==> src/rtl/instr_sequencer.sv <==
// instr_sequencer: ready-driven FSM stepping each instruction through fetch, decode,
// execute, memory and write-back, with memory handshake timeout and retire counting.
module instr_sequencer #(
  parameter int unsigned MEM_WAIT_MAX = 7
) (
  input  logic       clk,
  input  logic       rst,
  input  logic       run,
  input  logic [1:0] SM,
  input  logic [3:0] OP,
  input  logic [2:0] FLAG_ALU,
  input  logic       mem_ack,
  output logic       mem_req,
  output logic       mem_we,
  output logic       ir_load,
  output logic       reg_we,
  output logic       pc_inc,
  output logic       pc_load,
  output logic [2:0] phase,
  output logic       fault,
  output logic [7:0] instr_cnt
);
  typedef enum logic [2:0] {
    IDLE   = 3'd0,
    FETCH  = 3'd1,
    DECODE = 3'd2,
    EXEC   = 3'd3,
    MEM    = 3'd4,
    WB     = 3'd5,
    FAULT  = 3'd6
  } state_t;

  state_t     state_q, state_d, next_instr;
  logic [7:0] wait_q, wait_d, instr_cnt_q, instr_cnt_d;
  logic       fault_q, fault_d;
  logic       is_flow, legal, is_ldm, is_stm, is_cmp, is_jmp, is_jz, retire, timeout;
  logic       flag_unused;

  assign flag_unused = ^FLAG_ALU[2:1];

  always_comb begin
    is_flow    = SM == 2'b11;
    legal      = SM == 2'b10 || (is_flow ? OP < 4'd2 : OP < 4'd3);
    is_ldm     = SM == 2'b00 && OP == 4'd1;
    is_stm     = SM == 2'b00 && OP == 4'd2;
    is_cmp     = SM == 2'b01 && OP == 4'd0;
    is_jmp     = is_flow && OP == 4'd0;
    is_jz      = is_flow && OP == 4'd1;
    timeout    = wait_q == 8'(MEM_WAIT_MAX) && !mem_ack;
    retire     = (state_q == EXEC && (is_cmp || is_flow)) ||
                 (state_q == MEM && is_stm && mem_ack) || state_q == WB;
    next_instr = run ? FETCH : IDLE;
    mem_req    = state_q == FETCH || state_q == MEM;
    mem_we     = state_q == MEM && is_stm;
    ir_load    = state_q == FETCH && mem_ack;
    reg_we     = state_q == WB;
    pc_load    = state_q == EXEC && (is_jmp || (is_jz && FLAG_ALU[0]));
    // JZ not taken falls through to the next instruction like any non-flow retire
    pc_inc     = (retire && !is_flow) || (state_q == EXEC && is_jz && !FLAG_ALU[0]);
    state_d    = state_q;
    case (state_q)
      IDLE:    state_d = run ? FETCH : IDLE;
      FETCH:   state_d = mem_ack ? DECODE : timeout ? FAULT : FETCH;
      DECODE:  state_d = legal ? EXEC : FAULT;
      EXEC:    state_d = (is_ldm || is_stm) ? MEM : retire ? next_instr : WB;
      MEM:     state_d = timeout ? FAULT : !mem_ack ? MEM : is_ldm ? WB : next_instr;
      WB:      state_d = next_instr;
      default: state_d = FAULT;
    endcase
    wait_d      = (mem_req && state_d == state_q) ? wait_q + 8'd1 : 8'd0;
    fault_d     = fault_q || state_d == FAULT;
    instr_cnt_d = instr_cnt_q + {7'd0, retire};
  end

  always_ff @(posedge clk or posedge rst) begin
    if (rst) begin
      state_q     <= IDLE;
      wait_q      <= 8'd0;
      instr_cnt_q <= 8'd0;
      fault_q     <= 1'b0;
    end else begin
      state_q     <= state_d;
      wait_q      <= wait_d;
      instr_cnt_q <= instr_cnt_d;
      fault_q     <= fault_d;
    end
  end

  assign phase     = state_q;
  assign fault     = fault_q;
  assign instr_cnt = instr_cnt_q;
endmodule

==> config.mk <==
export PLATFORM = sky130hd
export DESIGN_NAME = instr_sequencer
export DESIGN_NICKNAME = d
export VERILOG_FILES = /design/src/rtl/instr_sequencer.sv
export SDC_FILE = /design/constraint.sdc
export NUM_CORES = 1
export LEC_CHECK = 0
export ABC_AREA = 1
export CAP_MARGIN = 20
export CORE_MARGIN = 1
export CORE_UTILIZATION = 35
export DETAILED_ROUTE_END_ITERATION = 10
export HOLD_SLACK_MARGIN = 0.02
export PLACE_DENSITY = 0.73
export SKIP_LAST_GASP = 1
export SLEW_MARGIN = 20
export SYNTH_ARGS = -nofsm -noshare
export SYNTH_HDL_FRONTEND = slang
export SYNTH_SLANG_ARGS = --single-unit
==> constraint.sdc <==
create_clock -name clk -period 1.65 [get_ports clk]
set_input_delay 0.2475 -clock clk [delete_from_list [all_inputs] [get_ports clk]]
set_output_delay 0.2475 -clock clk [all_outputs]
set_load 0.01 [all_outputs]
==> flow_summary.toml, run 1 <==
[finish]
final_common_cell = "nand2_1"
fillers = 289
nNetsFinal = 235
area_delta_synth_final_pct = 59.4
final_cell_mix = "nand2_1 (33), buf_4 (26), clkdlybuf4s50_1 (19)"
n_antenna_cell = 0
instances_no_fill = 262
drive_gt1_share_pct = 38.1

[global_routing]
grt_pass1_wl_mm = 4.89
grt_pass1_vias = 1151
grt_max_degree = 21
track_usage_pct = 17.8
antenna_found_initial = 0
overflow = 0

[synthesis]
netlist_area_sq_mm = 0.00121
syn_inst = 156
synth-seq-area-share_pct = 41.3
synth.top_cell.area_share_pct = 41.3
ys_types = 24
synth-simple-area-share_pct = 36.3
post_synth_fa_ha_maj_area_fraction_pct = 3.10
syn_nets = 172
ys_warn_count = 0
synth_xor_xnor_area_share_pct = 8.68
synth_compound_area_share_pct = 3.20
yosys.area.top_type = "dfrtp_1"
synthMuxAreaShare_pct = 0
synth-seq-cells = 20
synth.top_cells.by_area = "dfrtp_1 (41%), nand2_1 (12%), nor2_1 (7.7%), inv_1 (6.2%), nand3_1 (5.4%)"
postSynthAreaPerCell_sq_um = 7.76
synth_top_family_by_area = "simple AND/OR/NAND/NOR gates"

[drt]
vias = 1202
post-route-drc-count = 0
drt-pass1-iter-count = 4
drt-vias-per-instance = 4.59
drtAntennaViolNets = 0
wl_mm = 3.03
drt_iter0_markers = 44
wl_per_cell_um = 11.6

[setup_path]
critical_path.max_fanout = 3
cp.required_ps = 1400
r2r_cells = 12
startpoint_type = "flip-flop"
crit_arrival_ps = 1520
end_kind = "output pin"
worstSetupPathType = "flip-flop to output pin"

[clocking]
cts_buffer_depth = 2
clockRootBuffer = "clkbuf_4"
clkSinkCount = 20
h-tree-depth = 1
holdBufCountCts = 0
path_clk_slew_ps = 120
cts_inserted_buffers = 3
clock_latency_ps = 310
tritoncts = "yes"

[status]
violations = "setup timing"
run_status = "finished, violations left"

[placed_design]
post-place-cells = 249
pre_cts_ws_ps = -518
io_buffer_count = 28
gp_congestion = 0.936
hpwl_mm = 2.15

[sta]
fin_crit_sh_pct = 107
rsz0062_at_grt = "yes"
worst_slew_pin_slew_ps = 242
skew_ps = 5.54
slew_violations = 0
holdWs_ps = 246
min_period_ps = 1770
hold_violations = 0
relSlewSlack_pct = 83.7
timing.fmax_mhz = 566
worst_slack_ps = -117
setup_viol = 17

[die]
initial_utilization_pct = 38.1
std_cell_rows = 20
core_area_sq_mm = 0.00318
die_width_um = 60.8
die_area_sq_mm = 0.00370
io_pins = 31
die_h_um = 60.8

[hold_path]
min_path_type = "input port to asynchronous set/reset pin"

[job]
drv_cap = 0

[pwr]
leakagePower_nw = 0.926
p_per_area_mw_per_mm2 = 793
max-vdd-ir-drop_mv = 0.636
## cells in the mapped netlist, drive strengths merged
library cell / n
buf: 1
inv: 21
xor2: 7
nor3: 1
xnor2: 5
ha: 3
o41ai: 1
nand3b: 1
dfrtp: 20
nand3: 18
nand4: 2
nor2: 29
a211oi: 1
o21ai: 2
nand2: 42
a21oi: 1
o211ai: 1
## worst paths after layout
path	end	slack, ps	start
setup / recovery	pc_inc	-120	phase[1]
hold / removal	wait_q[4]	250	rst
setup reg to reg	wait_q[0]	-120	phase[0]
hold reg to reg	wait_q[0]	460	wait_q[0]
max in group asynchronous	instr_cnt[1]	1180	rst
min in group clk	wait_q[0]	460	wait_q[0]
## stage by stage
stage / power, W / setup TNS [ps] / util, % / area (sq um)
after detailed placement: 0.00117 / -6090 / 54.4 / 1730
after floorplan: 0.000894 / -25.4 / - / 1240
final: 0.00153 / -1340 / 60.7 / 1930
after global routing: 0.00164 / -2920 / 60.7 / 1930
after CTS: 0.00147 / -851 / 56.7 / 1800
after global placement: 0.00115 / -5460 / 54.4 / 1730
## routing by layer
| metal | GRT usage [%] | up-vias | wire length, um |
|---|---|---|---|
| li1 | - | 612 | - |
| met1 | 22.4 | 551 | 1360 |
| met2 | 30.1 | 35 | 1500 |
| met3 | 3.84 | 4 | 134 |
| met4 | 6.17 | 0 | 29 |
| met5 | 0 | - | 0 |
## state kept, by name (all words and copies together) (netlist names)
name	cells
wait_q	8
fault	1
instr_cnt	8
phase	3
## where the power goes
group	leakage, nW	internal (W)	switching, W
clock	0.0210	0.000135	0.000155
sequential	0.256	0.000563	0.0000995
combinational	0.650	0.000308	0.000270
total	0.926	0.00101	0.000525
## what timing repair did
item | 4_1_cts | 5_1_grt
buffers inserted | 5 | 4
resized for setup | 37 | 31
pin swaps | 4 | 17
endpoints found under the setup margin | 21 | 21
## worst max-delay path: stages, from the launching register on
cell     delay [ps]
dfrtp_2         470
nor2_4          130
nand2_2          80
nor2_4           90
nand2_1          70
nand3_2          90
nand2_2          50
o41ai_2          50
buf_2           180
## final cells by class
| type | instances | area (sq um) | share of cell area, % |
|---|---|---|---|
| Clock buffer | 4 | 36.3 | 1.88 |
| Inverter | 21 | 83.8 | 4.34 |
| Multi-Input combinational cell | 114 | 741 | 38.4 |
| Sequential cell | 20 | 504 | 26.1 |
| Tap cell | 44 | 55.1 | 2.85 |
| Timing Repair Buffer | 59 | 510 | 26.4 |
## kinds of logic after synthesis
kind of cell | after synthesis
adder cells (fa/ha/maj) | 3
flip-flops | 20
AND/OR/NAND/NOR | 93
AO/OA/AOI/OAI | 6
XOR/XNOR | 12
buffers and inverters | 22
Note: power is estimated with default switching activity, not from simulation.
==> inputs of run 2 (changes only) <==
- CTS_CLUSTER_SIZE: default -> 14
==> results of run 2 <==
The final DEF is identical to that of run 1; final timing and power are the same.
